### config.mk
export PLATFORM = sky130hd
export DESIGN_NAME = seq_detector
export DESIGN_NICKNAME = d
export VERILOG_FILES = /design/src/rtl/seq_detector.sv
export SDC_FILE = /design/constraint.sdc
export NUM_CORES = 1
export LEC_CHECK = 0
export ABC_AREA = 1
export BUFFER_PORTS_ARGS = -buffer_cell sky130_fd_sc_hd__buf_2
export CORE_MARGIN = 2
export CORE_UTILIZATION = 57
export CTS_CLUSTER_DIAMETER = 100
export CTS_CLUSTER_SIZE = 20
export DETAILED_ROUTE_END_ITERATION = 8
export PLACE_DENSITY = 0.82
export SLEW_MARGIN = 20
export SYNTH_ARGS = -nofsm -noshare
export SYNTH_HDL_FRONTEND = slang
export SYNTH_SLANG_ARGS = --single-unit
### constraint.sdc
create_clock -name clk -period 3.59 [get_ports clk]
set_clock_uncertainty 0.2 [all_clocks]
set_input_delay 0.1795 -clock clk [delete_from_list [all_inputs] [get_ports clk]]
set_output_delay 0.1795 -clock clk [all_outputs]
set_load 0.02 [all_outputs]
### src/rtl/seq_detector.sv
// Serial pattern detector: shifts qualified bits into a PAT_W-bit window and
// pulses detect one clock after the window completes PATTERN. It also keeps a
// saturating match count.
module seq_detector #(
  parameter int             PAT_W   = 4,
  parameter logic [PAT_W-1:0] PATTERN = 4'b1011,
  parameter bit             OVERLAP = 1'b1,
  parameter int             CNT_W   = 8
) (
  input  logic             clk,
  input  logic             rst,
  input  logic             din,
  input  logic             din_valid,
  input  logic             clr_count,
  output logic             detect,
  output logic [PAT_W-1:0] window,
  output logic [CNT_W-1:0] match_count,
  output logic             cnt_sat
);

  localparam int               FILL_W    = $clog2(PAT_W + 1);
  localparam logic [FILL_W-1:0] FILL_FULL = FILL_W'(PAT_W);
  localparam logic [CNT_W-1:0]  CNT_MAX   = '1;

  logic [FILL_W-1:0] fill;
  logic [FILL_W-1:0] fill_next;
  logic [PAT_W-1:0]  window_next;
  logic [CNT_W-1:0]  count_next;
  logic              match;

  always_comb begin
    // NOTE: every variable gets a default first so no path leaves it unassigned,
    // which would otherwise infer a latch.
    window_next = window;
    fill_next   = fill;
    match       = 1'b0;
    if (din_valid) begin
      window_next = {window[PAT_W-2:0], din};
      fill_next   = (fill == FILL_FULL) ? fill : fill + FILL_W'(1);
      // The fill qualifier keeps an all-zero pattern from matching the reset window.
      match       = (fill_next == FILL_FULL) && (window_next == PATTERN);
      if (!OVERLAP && match) begin
        fill_next = '0;
      end
    end

    count_next = match_count;
    if (clr_count) begin
      count_next = '0;
    end else if (match && (match_count != CNT_MAX)) begin
      count_next = match_count + CNT_W'(1);
    end
  end

  // NOTE: state registers use non-blocking assignments so every flop samples
  // pre-edge values regardless of statement order.
  always_ff @(posedge clk) begin
    if (rst) begin
      window      <= '0;
      fill        <= '0;
      detect      <= 1'b0;
      match_count <= '0;
      cnt_sat     <= 1'b0;
    end else begin
      window      <= window_next;
      fill        <= fill_next;
      detect      <= match;
      match_count <= count_next;
      cnt_sat     <= (count_next == CNT_MAX);
    end
  end

endmodule

==> metrics.md <==
| Metric | Value |
|---|---|
| Status | `finished clean` |
| Antenna violations before repair | `0` |
| Seq/Total Area, Yosys | `between 30% and 40%` |
| DIE HEIGHT | `about 46 um` |
| Synth Area in Compound Gates | `roughly 7.7%` |
| Starting density of the core | `around three fifths` |
| Drt first pass iters | `4` |
| First-pass GRT wire length | `3.37 mm` |
| Hpwl dp | `~1.6 mm` |
| Mux cell area share after synthesis | `0%` |
| Max-capacitance violation count | `0` |
| Synth warnings | `0` |
| Worst slew pin tran | `0.293 ns` |
| Placed instance area | `around 1100 um2` |
| Number of remaining DRC errors | `0` |
| Fin. max-slew vios | `0` |
| CTS sink count | `17` |
| Commonest non-fill, non-tap cell in the layout | `nand2_1` |
| WP data arrival | `2.06 ns` |
| Largest net degree at the start of global routing | `12` |
| Post-synthesis xor/xnor area fraction | `0%` |
| CP Launch Type | `flip-flop` |
| Leak | `0.585 nW` |
| H-tree depth | `1` |
| Crit end category | `flip-flop` |
| Post-route cell area | `approximately 1200 um2` |
| Vias in the first global route | `a little over 800` |
| Drt total wl | `between 2 and 2.5 mm` |
| Post-Syn Area per Cell | `between 6 and 7 um2` |
| Layout cells sized above 1 | `18.5%` |
| Maximum clock path buffer count | `2` |
| Post_cts resized | `0` |
| Most frequent cells in the layout | `nand2_1, inv_1, nor2_1` |
| GRT Total Usage | `a little over a fifth` |
| Max-slew headroom | `between 80% and 90%` |
| Synth Register Bits | `17` |
| Vias | `just under 1k` |
| Avg WL per Cell | `10.4 um` |
| Post CTS Setup Buffer Count | `0` |
| Worst Hold Class | `in2reg` |
| Clock root buffer | `clkbuf_4` |
| Synth Area in Simple Gates | `roughly 44%` |
| Vias per cell | `around 5.1` |
| Clk slew on worst S/H paths | `approximately 0.11 ns` |
| Placer Congestion | `approximately 0.91` |
| RSZ-0062 raised after global routing | `no` |
| CTS buffer count | `3` |
| Final Cycle Share | `approximately 57%` |
| Starting DRT DRC Count | `23` |
| Row count | `15` |
| Final setup vio count | `0` |
| Synth cell types | `21` |
| Total power | `0.349 mW` |
| Largest family of logic cells by synthesized area | `simple AND/OR/NAND/NOR gates` |
| # diodes | `0` |
| Die Wd | `approximately 46 um` |
| Mapped Area | `between 1000 and 1500 um2` |
| Fmax | `~0.5 GHz` |
| CTS Hold Bufs | `3` |
| DRT antenna net count | `0` |
| Syn_nets | `about 160` |
| Worst-Skew Late Latency | `roughly 0.3 ns` |
| TNS Setup | `0 ns` |
| Pwr dens | `roughly 300 nW/um2` |
| Final min period | `2.03 ns` |
| Crit Path Max Fanout | `9` |
| # IOs | `19` |
| Total core area | `between 1500 and 2000 um2` |
| Fin nets | `~190` |
| Die area | `2130 um2` |
| Layout area overhead | `15.7%` |
| Post-Synth Adder-Cell Area | `about 3.7%` |
| Final Hold Viols | `0` |
| Worst EP required | `3.62 ns` |
| IO buf count | `18` |
| CP Class | `reg2reg` |
| Worst IR Drop VDD | `0.225 mV` |
| CTS tree | `built` |
| Grt total ovfl | `0` |
| Mapped Cells | `between 150 and 200` |
## sequential cells by signal, indices dropped and copies added, names as in the netlist
register and count:
fill 3, cnt_sat 1, window 4, detect 1
match_count 8
## final timing paths
kind | startpoint | to | slack, ns | cells past startpoint
worst max-delay path | fill[0] | cnt_sat | 1.56 | 12
worst min-delay path | rst | fill[2] | 0.001 | 2
worst max register to register | fill[0] | cnt_sat | 1.56 | 12
worst min register to register | window[2] | window[3] | 0.33 | 2
## critical path, cell delays in order, from the launching register on
cell	delay, ns
dfxtp_1	0.34
inv_1	0.09
ha_1	0.22
nand2_1	0.09
nand2_1	0.07
nand2_1	0.10
nor2_4	0.18
nand3_4	0.16
nor2_1	0.16
nand3_1	0.08
nand2_1	0.07
nand3_1	0.10
nor2_2	0.11
## cells in the mapped netlist
cell type	number	share of area (%)
a21oi_1	7	3.5
clkbuf_1	1	0.37
clkbuf_2	1	0.49
dfxtp_1	17	34
ha_1	3	3.7
inv_1	23	8.5
inv_2	3	1.1
nand2_1	40	15
nand2_2	2	1.2
nand2_4	1	1.1
nand3_1	13	6.4
nand3_4	1	1.7
nand3b_1	1	0.74
nand4_1	6	3.7
nor2_1	21	7.8
nor2_2	1	0.62
nor2_4	3	3.3
nor2_8	1	2.0
nor3_1	2	0.99
o211ai_1	1	0.74
o21ai_0	7	3.5
## metrics by stage
stage	cells	hold WS, ns	util [%]	worst slack, ns
final	195	0.00143	69.3	1.56
after global routing	195	0.00895	69.3	1.39
after CTS	195	0.00123	69.3	1.57
after detailed placement	188	0.225	66.0	1.61
after global placement	188	0.218	66.0	1.68
after floorplan	155	0.0734	-	1.72
## kinds of logic (layout without fill, tap and decap cells)
| logic type | after synthesis | count (layout) |
|---|---|---|
| AOI/OAI and AO/OA | 15 | 15 |
| adders and majority gates | 3 | 3 |
| buffers and inverters | 28 | 51 |
| DFF | 17 | 17 |
| and+or+nand+nor | 92 | 92 |
## layout make-up
cell class | instances | area, um2
Fill cell | 146 | 518
Clock buffer | 4 | 26.3
Inverter | 26 | 97.6
Timing Repair Buffer | 21 | 120
Multi-Input combinational cell | 110 | 566
Sequential cell | 17 | 340
Tap cell | 17 | 21.3
## where the power goes
part,switching [mW],leakage [nW],internal [mW],total [mW]
Combinational,0.0307,0.431,0.0153,0.0460
Sequential,0.00444,0.138,0.194,0.198
Clock,0.0614,0.0150,0.0432,0.105
## metal layers
metal	part of all wire [%]	track usage, %	wire (um)
met1	48	29.9	978
met2	46	34.2	935
met3	4.4	2.35	89
met4	1.7	8.57	34
met5	0	0	0
No activity file was read; power rests on OpenSTA's default activity.
